$ cat config.mk
export PLATFORM = sky130hd
export DESIGN_NAME = tx_src_switch
export DESIGN_NICKNAME = d
export VERILOG_FILES = /design/src/rtl/tx_src_switch.sv
export SDC_FILE = /design/constraint.sdc
export NUM_CORES = 1
export LEC_CHECK = 0
export BUFFER_PORTS_ARGS = -buffer_cell sky130_fd_sc_hd__buf_2
export CORE_UTILIZATION = 40
export DETAILED_ROUTE_END_ITERATION = 12
export PLACE_DENSITY = 0.66
export SLEW_MARGIN = 20
export SYNTH_ARGS = -nofsm -noshare
export SYNTH_HDL_FRONTEND = slang
export SYNTH_SLANG_ARGS = --single-unit
$ cat constraint.sdc
create_clock -name TX_CLK -period 2.88 [get_ports TX_CLK]
set_clock_uncertainty 0.2 [all_clocks]
set_input_delay 0.144 -clock TX_CLK [delete_from_list [all_inputs] [get_ports TX_CLK]]
set_output_delay 0.144 -clock TX_CLK [all_outputs]
set_load 0.01 [all_outputs]
$ cat src/rtl/tx_src_switch.sv
// ---------------------------------------------------------------------------
// tx_src_switch
//
// Purpose:
//   Selects one of NCH transmit sources and forwards its data/K words to a
//   single registered output. When a different source is requested the
//   current source keeps running until it marks a safe boundary (or a drain
//   timeout expires), then GUARD idle/comma words are sent before the new
//   source is forwarded. The highest-numbered enabled source wins; channel 0
//   is the fallback when nothing is enabled.
//
// Ports:
//   TX_CLK        in   clock, rising edge
//   RESET_N       in   asynchronous active-low reset
//   SRC_EN        in   [NCH]      per-source request
//   IN_DATA       in   [NCH*DW]   source data, channel i at [i*DW +: DW]
//   IN_KCHAR      in   [NCH*KW]   source K flags, channel i at [i*KW +: KW]
//   IN_BOUNDARY   in   [NCH]      current word of channel i ends a frame
//   TX_DATA       out  [DW]       registered output data
//   TX_KCHAR      out  [KW]       registered output K flags
//   ACTIVE_SRC    out  [4]        source index aligned with TX_DATA
//   ACTIVE_VALID  out             TX_DATA carries source data
//   SWITCH_PEND   out             a switch is in progress (drain or guard)
//   SWITCH_CNT    out  [16]       completed switches, saturating
//   TIMEOUT_CNT   out  [16]       drain timeouts, saturating
// ---------------------------------------------------------------------------
module tx_src_switch #(
    parameter int                NCH       = 4,
    parameter int                DW        = 16,
    parameter logic [DW-1:0]     IDLE_DATA = 16'h3CBC,
    parameter logic [DW/8-1:0]   IDLE_K    = 2'b01,
    parameter int                GUARD     = 4,
    parameter int                DRAIN_MAX = 255
) (
    input  logic                    TX_CLK,
    input  logic                    RESET_N,
    input  logic [NCH-1:0]          SRC_EN,
    input  logic [NCH*DW-1:0]       IN_DATA,
    input  logic [NCH*(DW/8)-1:0]   IN_KCHAR,
    input  logic [NCH-1:0]          IN_BOUNDARY,
    output logic [DW-1:0]           TX_DATA,
    output logic [DW/8-1:0]         TX_KCHAR,
    output logic [3:0]              ACTIVE_SRC,
    output logic                    ACTIVE_VALID,
    output logic                    SWITCH_PEND,
    output logic [15:0]             SWITCH_CNT,
    output logic [15:0]             TIMEOUT_CNT
);

    localparam int KW = DW / 8;
    localparam logic [7:0]  GUARD_INIT = 8'(GUARD);
    localparam logic [15:0] DRAIN_LAST = 16'(DRAIN_MAX - 1);

    typedef enum logic [1:0] {
        ST_RUN,
        ST_DRAIN,
        ST_GUARD
    } state_t;

    state_t          state_q, state_d;
    logic [3:0]      cur_q, cur_d;
    logic [15:0]     drain_cnt_q, drain_cnt_d;
    logic [7:0]      guard_cnt_q, guard_cnt_d;
    logic [DW-1:0]   tx_data_q, tx_data_d;
    logic [KW-1:0]   tx_kchar_q, tx_kchar_d;
    logic [3:0]      active_src_q, active_src_d;
    logic            active_valid_q, active_valid_d;
    logic            switch_pend_q, switch_pend_d;
    logic [15:0]     switch_cnt_q, switch_cnt_d;
    logic [15:0]     timeout_cnt_q, timeout_cnt_d;

    logic [3:0]      req;
    logic [DW-1:0]   cur_data;
    logic [KW-1:0]   cur_kchar;
    logic            cur_bnd;

    // Highest enabled index wins; later loop iterations override earlier ones.
    always_comb begin
        req = '0;
        for (int i = 0; i < NCH; i++) begin
            if (SRC_EN[i]) begin
                req = 4'(i);
            end
        end
    end

    // Mux of the current channel's word and boundary flag; boundaries of
    // other channels never reach the FSM.
    always_comb begin
        cur_data  = '0;
        cur_kchar = '0;
        cur_bnd   = 1'b0;
        for (int i = 0; i < NCH; i++) begin
            if (cur_q == 4'(i)) begin
                cur_data  = IN_DATA[i*DW +: DW];
                cur_kchar = IN_KCHAR[i*KW +: KW];
                cur_bnd   = IN_BOUNDARY[i];
            end
        end
    end

    // Next-state logic. Output flags describe the state that produced the
    // word, so they stay aligned with TX_DATA one cycle later.
    always_comb begin
        state_d        = state_q;
        cur_d          = cur_q;
        drain_cnt_d    = drain_cnt_q;
        guard_cnt_d    = guard_cnt_q;
        tx_data_d      = IDLE_DATA;
        tx_kchar_d     = IDLE_K;
        active_src_d   = cur_q;
        active_valid_d = 1'b0;
        switch_pend_d  = 1'b1;
        switch_cnt_d   = switch_cnt_q;
        timeout_cnt_d  = timeout_cnt_q;

        case (state_q)
            ST_RUN: begin
                tx_data_d      = cur_data;
                tx_kchar_d     = cur_kchar;
                active_valid_d = 1'b1;
                switch_pend_d  = 1'b0;
                if (req != cur_q) begin
                    state_d     = ST_DRAIN;
                    drain_cnt_d = '0;
                end
            end
            ST_DRAIN: begin
                tx_data_d      = cur_data;
                tx_kchar_d     = cur_kchar;
                active_valid_d = 1'b1;
                // Boundary takes precedence over a withdrawn request.
                if (cur_bnd) begin
                    state_d     = ST_GUARD;
                    guard_cnt_d = GUARD_INIT;
                end else if (req == cur_q) begin
                    state_d = ST_RUN;
                end else if (drain_cnt_q == DRAIN_LAST) begin
                    state_d     = ST_GUARD;
                    guard_cnt_d = GUARD_INIT;
                    if (timeout_cnt_q != 16'hFFFF) begin
                        timeout_cnt_d = timeout_cnt_q + 16'd1;
                    end
                end else begin
                    drain_cnt_d = drain_cnt_q + 16'd1;
                end
            end
            ST_GUARD: begin
                // The request is resampled only on the final idle word, so
                // request changes during the guard never lengthen it.
                if (guard_cnt_q == 8'd1) begin
                    state_d = ST_RUN;
                    cur_d   = req;
                    if (req != cur_q && switch_cnt_q != 16'hFFFF) begin
                        switch_cnt_d = switch_cnt_q + 16'd1;
                    end
                end else begin
                    guard_cnt_d = guard_cnt_q - 8'd1;
                end
            end
            default: begin
                state_d     = ST_GUARD;
                guard_cnt_d = GUARD_INIT;
            end
        endcase
    end

    // State and output registers; reset parks the block in a full guard.
    always_ff @(posedge TX_CLK or negedge RESET_N) begin
        if (!RESET_N) begin
            state_q        <= ST_GUARD;
            cur_q          <= '0;
            drain_cnt_q    <= '0;
            guard_cnt_q    <= GUARD_INIT;
            tx_data_q      <= IDLE_DATA;
            tx_kchar_q     <= IDLE_K;
            active_src_q   <= '0;
            active_valid_q <= 1'b0;
            switch_pend_q  <= 1'b1;
            switch_cnt_q   <= '0;
            timeout_cnt_q  <= '0;
        end else begin
            state_q        <= state_d;
            cur_q          <= cur_d;
            drain_cnt_q    <= drain_cnt_d;
            guard_cnt_q    <= guard_cnt_d;
            tx_data_q      <= tx_data_d;
            tx_kchar_q     <= tx_kchar_d;
            active_src_q   <= active_src_d;
            active_valid_q <= active_valid_d;
            switch_pend_q  <= switch_pend_d;
            switch_cnt_q   <= switch_cnt_d;
            timeout_cnt_q  <= timeout_cnt_d;
        end
    end

    assign TX_DATA      = tx_data_q;
    assign TX_KCHAR     = tx_kchar_q;
    assign ACTIVE_SRC   = active_src_q;
    assign ACTIVE_VALID = active_valid_q;
    assign SWITCH_PEND  = switch_pend_q;
    assign SWITCH_CNT   = switch_cnt_q;
    assign TIMEOUT_CNT  = timeout_cnt_q;

endmodule

==> out/metrics.yaml, run 1 <==
status:
  outcome: "finished clean"
setup_path:
  cp-start-kind: "flip-flop"
  cp.arrival_ps: 2690
  r2r_cells: 6
  cp_max_fo: 10
  endpoint_kind: "flip-flop"
  crit_required_ps: 2940
  timing.rr.start: "guard_cnt_q[5]"
  reg2reg_slack_ps: 250
  r2r-end: "SWITCH_CNT[13]"
  critical_path_class: "flip-flop to flip-flop"
floorplanning:
  die_h_um: 105
  die_w_um: 105
  initial_core_util_pct: 41.2
  die_area_mm2: 0.0110
  core-area_mm2: 0.0103
  num_io_pins: 138
  placementRows: 37
global_route:
  grtUsageTotal_pct: 19.2
  grt_pass1_vias: 3525
  grt_max_degree: 83
  grt_pass1_wl_um: 16700
  grt-ovfl-total: 0
  antenna_found_initial: 0
synth:
  synth_seq_cells: 82
  synth_top_family_by_area: "simple AND/OR/NAND/NOR gates"
  synthArstFlopShare_pct: 100
  synth_edf_count: 0
  ys.flop_type: "dfrtp_1"
  yosysWarnings: 0
  syn_area_per_cell_um2: 11.3
  synth_compound_area_share_pct: 3.10
  syn_inst: 376
  netlist_area_mm2: 0.00424
  synth_cell_types: 45
  synth_mux_area_share_pct: 11.1
  synthSimpleGateAreaFrac_pct: 23.4
  synth-xor-area-share_pct: 9.31
  synth_adder_area_share_pct: 1.77
  seq_area_frac_synth_pct: 48.8
routing:
  drtIter0Drc: 169
  ant_nets: 0
  drtPass1Iterations: 4
  vias: 3420
  wl_um: 10100
  wire_per_inst_um: 14.9
  drc: 0
  viasPerCell: 5.04
sta:
  finalHoldViolations: 0
  worst_pin_slew_ps: 745
  drv_slew: 0
  fmax_mhz: 380
  setup_viol: 0
  timing.final.crit_share_pct: 91.4
  relSlewSlack_pct: 50.3
  period_needed_ps: 2630
  rsz0062_at_grt: "no"
  hold_ws_ps: 9.67
  tns_ps: 0
min_path:
  hold_path.class: "input pin to flip-flop"
  hold_depth: 3
  holdPathEnd: "TX_DATA[1]"
  hold_path.startpoint: "IN_DATA[49]"
clock_tree:
  root_buffer: "clkbuf_8"
  path_clk_slew_ps: 90
  cts.sinks: 82
  cts_tree: "yes"
  cts_resized: 0
  clk_path_buf_depth: 2
  worst_skew_pair.late_latency_ps: 350
  htreeDepth: 3
  numCtsBuffers: 9
flow_run:
  maxCapViolations: 0
cells_and_area:
  area_growth_pct: 30.4
  num_antenna_cells: 0
  drive_above_1_share_pct: 38.7
  nNetsFinal: 625
power:
  p_leak_nw: 2.49
  vdd_ir_drop_max_mv: 0.379
  pwr_density_cell_mw_per_mm2: 741
placed_design:
  gp_congestion: 0.772
  hpwl_um: 6990
  io_buffers: 134
## per-layer routing
metal  up-vias  routed length [um]  part of all wire [%]  GRT usage (%)
met5         -                   0                     0              0
met4         0                 214                   2.1           7.24
met3        18                 433                   4.3           4.62
met2        88                5180                    51           33.2
met1      1647                4270                    42           23.2
li1       1667                   -                     -              -
## how the worst max path moves through the flow
stage | from | endpoint | slack (ps) | cells past startpoint
after floorplan | active_src_d[0] | TIMEOUT_CNT[1] | 450 | 5
after global placement | guard_cnt_q[5] | SWITCH_CNT[13] | 330 | 6
after global routing | state_q[1] | SWITCH_CNT[15] | 100 | 6
after detailed placement | guard_cnt_q[5] | SWITCH_CNT[13] | 250 | 6
final | guard_cnt_q[5] | SWITCH_CNT[13] | 250 | 6
after CTS | guard_cnt_q[5] | SWITCH_CNT[13] | 230 | 6
## through the flow
| stage | cell area (um2) | cells | util, % | total power, mW | worst slack [ps] |
|---|---|---|---|---|---|
| after floorplan | 4240 | 377 | - | 2.60 | 450 |
| after global placement | 5060 | 639 | 49.3 | 3.04 | 332 |
| after detailed placement | 5060 | 639 | 49.3 | 3.07 | 253 |
| after CTS | 5520 | 678 | 53.7 | 4.12 | 230 |
| after global routing | 5520 | 678 | 53.7 | 4.35 | 97.0 |
| final | 5520 | 678 | 53.7 | 4.09 | 248 |
## sequential cells by signal, summed over array words and instances (netlist names)
| register | flops |
|---|---|
| TX_DATA | 16 |
| TX_KCHAR | 2 |
| TIMEOUT_CNT | 16 |
| SWITCH_PEND | 1 |
| drain_cnt_q | 16 |
| ACTIVE_VALID | 1 |
| ACTIVE_SRC | 2 |
| guard_cnt_q | 8 |
| active_src_d | 2 |
| SWITCH_CNT | 16 |
| state_q | 2 |
## kinds of logic after synthesis
| logic type | Yosys count |
|---|---|
| AO/OA/AOI/OAI | 23 |
| XOR/XNOR | 45 |
| adder cells (fa/ha/maj) | 6 |
| buffers and inverters | 22 |
| flip-flops | 82 |
| multiplexers | 23 |
| other | 1 |
| AND/OR/NAND/NOR | 174 |
## cells in the mapped netlist (4+ instances only)
cell | count | share of area [%]
inv_1 | 6 | 0.53
ha_1 | 6 | 1.8
nor3_1 | 17 | 2.0
dfstp_2 | 13 | 8.1
nand3_1 | 26 | 3.1
xnor2_1 | 36 | 7.4
o21ai_0 | 5 | 0.59
and3_1 | 5 | 0.74
and4_1 | 9 | 1.9
nand2b_1 | 4 | 0.59
nand2_1 | 26 | 2.3
a21oi_1 | 11 | 1.3
mux4_2 | 19 | 10
xor2_1 | 9 | 1.9
nand4_1 | 15 | 2.2
nor2_1 | 30 | 2.7
clkbuf_1 | 9 | 0.80
and2_1 | 10 | 1.5
or2_2 | 11 | 1.6
dfrtp_1 | 69 | 41
## power breakdown
group	switching [mW]	total, mW	internal [mW]
combinational	0.764	1.54	0.771
sequential	0.171	1.62	1.45
clock	0.440	0.936	0.496
## layout by cell type (no fill, tap or decap), types with 4 or more instances in the layout
cell type / count
and3_1: 5
dfrtp_1: 69
inv_1: 6
nand3_1: 26
dfstp_2: 13
xnor2_1: 36
xor2_1: 9
buf_2: 133
and2_1: 10
ha_1: 6
or2_2: 11
nand2b_1: 4
nor2_1: 30
and4_1: 9
clkbuf_8: 9
o21ai_0: 5
nor3_1: 17
nand4_1: 15
nand2_1: 26
mux4_2: 19
a21oi_1: 11
buf_4: 8
dlygate4sd3_1: 23
## what timing repair did
action | CTS | global route
setup buffers | 0 | 0
hold endpoints to repair | 80 | 0
hold buffers | 23 | 0
## cell type report
class,count,area [um2]
Clock inverter,7,100
Sequential cell,82,2070
Clock buffer,9,124
Fill cell,937,4760
Inverter,6,22.5
Tap cell,136,170
Timing Repair Buffer,165,967
Multi-Input combinational cell,273,2070
## critical path, cell delays in order, from the launching register on
cell and delay (ps):
dfrtp_1 390, or4_4 560, nor3_2 210, nand2_2 150, or3_1 560, nor3_1 290
xor2_1 190
Power figures use the tool's default switching activity.
==> inputs of run 2 (changes only) <==
--- a/config.mk
+++ b/config.mk
@@ -8,6 +8,7 @@
 export BUFFER_PORTS_ARGS = -buffer_cell sky130_fd_sc_hd__buf_2
 export CORE_UTILIZATION = 40
 export DETAILED_ROUTE_END_ITERATION = 12
+export HOLD_SLACK_MARGIN = 0.02
 export PLACE_DENSITY = 0.66
 export SLEW_MARGIN = 20
 export SYNTH_ARGS = -nofsm -noshare
==> run 2 against run 1 <==
Net effect: clock power is 0.4% higher; critical path depth stayed put; global-route usage is 0.24 points higher; non-clock buffer count is 16 higher; critical path type unchanged; largest cell class unchanged; largest power group is now combinational logic; highest routed layer unchanged.
==> out/metrics.yaml, run 2 (synthesis results as in run 1) <==
status:
  outcome: "finished clean"
global_route:
  grt-ovfl-total: 0
  grtUsageTotal_pct: 19.5
  antenna_found_initial: 0
  grt_max_degree: 83
  grt_pass1_wl_um: 16900
  grt_pass1_vias: 3588
min_path:
  hold_path.startpoint: "IN_DATA[56]"
  hold_depth: 3
  holdPathEnd: "TX_DATA[8]"
  hold_path.class: "input pin to flip-flop"
clock_tree:
  path_clk_slew_ps: 100
  cts_tree: "yes"
  worst_skew_pair.late_latency_ps: 360
  cts.sinks: 82
  numCtsBuffers: 9
  root_buffer: "clkbuf_8"
  clk_path_buf_depth: 2
  htreeDepth: 3
routing:
  wire_per_inst_um: 14.8
  drc: 0
  drtPass1Iterations: 4
  vias: 3468
  drtIter0Drc: 174
  wl_um: 10300
  viasPerCell: 5.00
  ant_nets: 0
setup_path:
  r2r_cells: 6
  reg2reg_slack_ps: 250
  cp_max_fo: 10
  cp.arrival_ps: 2690
  timing.rr.start: "guard_cnt_q[5]"
  endpoint_kind: "flip-flop"
  crit_required_ps: 2940
  critical_path_class: "flip-flop to flip-flop"
  r2r-end: "SWITCH_CNT[13]"
  cp-start-kind: "flip-flop"
sta:
  fin_ws_ps: 251
  drv_slew: 0
  worst_pin_slew_ps: 745
  tns_ps: 0
  finalHoldViolations: 0
  relSlewSlack_pct: 50.3
  fmax_mhz: 380
  rsz0062_at_grt: "no"
  setup_viol: 0
  timing.final.crit_share_pct: 91.3
  period_needed_ps: 2630
power:
  power.internal_mw: 2.79
  vdd_ir_drop_max_mv: 0.431
  sw_frac_of_total_pct: 33.3
  power_frac_clock_pct: 22.4
  p_comb_share_pct: 38.8
  p_switching_mw: 1.39
  seqPwrFrac_pct: 38.7
  p_leak_nw: 2.56
  pwr_density_cell_mw_per_mm2: 737
  p_total_mw: 4.19
cells_and_area:
  final_cell_mix: "133 x buf_2, 69 x dfrtp_1, 39 x dlygate4sd3_1, 36 x xnor2_1, 30 x nor2_1"
  drive_above_1_share_pct: 37.6
  num_antenna_cells: 0
  fin_util_pct: 55.3
  fill_cells: 925
  area_growth_pct: 34.2
  nNetsFinal: 641
  design_area_mm2: 0.00568
  final_common_cell: "buf_2"
placed_design:
  dpl-instance-area_mm2: 0.00506
  hpwl_um: 6990
  gp_congestion: 0.772
  io_buffers: 134
  pre_cts_ws_ps: 253
floorplanning:
  initial_core_util_pct: 41.2
  core-area_mm2: 0.0103
  placementRows: 37
  num_io_pins: 138
  die_h_um: 105
  die_area_mm2: 0.0110
  die_w_um: 105
flow_run:
  maxCapViolations: 0
## run 2: changes by cell type in the layout (fill, tap and decap cells not counted), sizes merged
| cell | change |
|---|---|
| dlygate4sd3 | +16 |
## run 2: repair_timing
action / CTS / global route
hold endpoints to repair: 88 / 0
setup buffers: 0 / 0
hold buffers: 39 / 0
gates resized for setup: 0 / 0
## run 2: worst max-delay path by stage
stage                     cells past startpoint  slack, ps             end             from
after floorplan                               5        450  TIMEOUT_CNT[1]  active_src_d[0]
after global placement                        6        330  SWITCH_CNT[13]   guard_cnt_q[5]
after detailed placement                      6        250  SWITCH_CNT[13]   guard_cnt_q[5]
after CTS                                     6        230  SWITCH_CNT[13]   guard_cnt_q[5]
after global routing                          6        100  SWITCH_CNT[15]       state_q[1]
final                                         6        250  SWITCH_CNT[13]   guard_cnt_q[5]
## run 2: final cells by class
class	instances	area, um2	area share, %
flip-flops and latches	82	2070	36.4
multi-input cells	273	2070	36.4
repair buffers	181	1130	19.8
inverters	6	22.5	0.396
well taps	136	170	2.99
clock inverters	7	100	1.76
clock buffers	9	124	2.18
## run 2: layer usage
| layer | wire length [um] | track usage, % | vias to the layer above | part of all wire (%) |
|---|---|---|---|---|
| met2 | 5300 | 33.7 | 88 | 52 |
| met1 | 4370 | 23.5 | 1659 | 42 |
| met3 | 388 | 4.55 | 23 | 3.8 |
| met4 | 234 | 7.34 | 0 | 2.3 |
| met5 | 0 | 0 | - | 0 |
| li1 | - | - | 1698 | - |
## run 2: worst max-delay path: stages (launching register included)
cell     delay [ps]
dfrtp_1         390
or4_4           560
nor3_2          210
nand2_2         150
or3_1           560
nor3_1          290
xor2_1          190
## run 2: metrics by stage
stage | hold WS [ps] | instances
after floorplan | -352 | 377
after global placement | 186 | 639
after detailed placement | 194 | 639
after CTS | 20.2 | 694
after global routing | 26.6 | 694
final | 33.1 | 694
## run 2: power groups by stage
stage / combinational [mW] / clock, mW / sequential, mW
floorplan: 0.904 / 0 / 1.70
global placement: 1.40 / 0 / 1.63
detailed placement: 1.43 / 0 / 1.64
CTS: 1.62 / 0.961 / 1.62
global route: 1.78 / 1.02 / 1.66
finish: 1.63 / 0.940 / 1.62
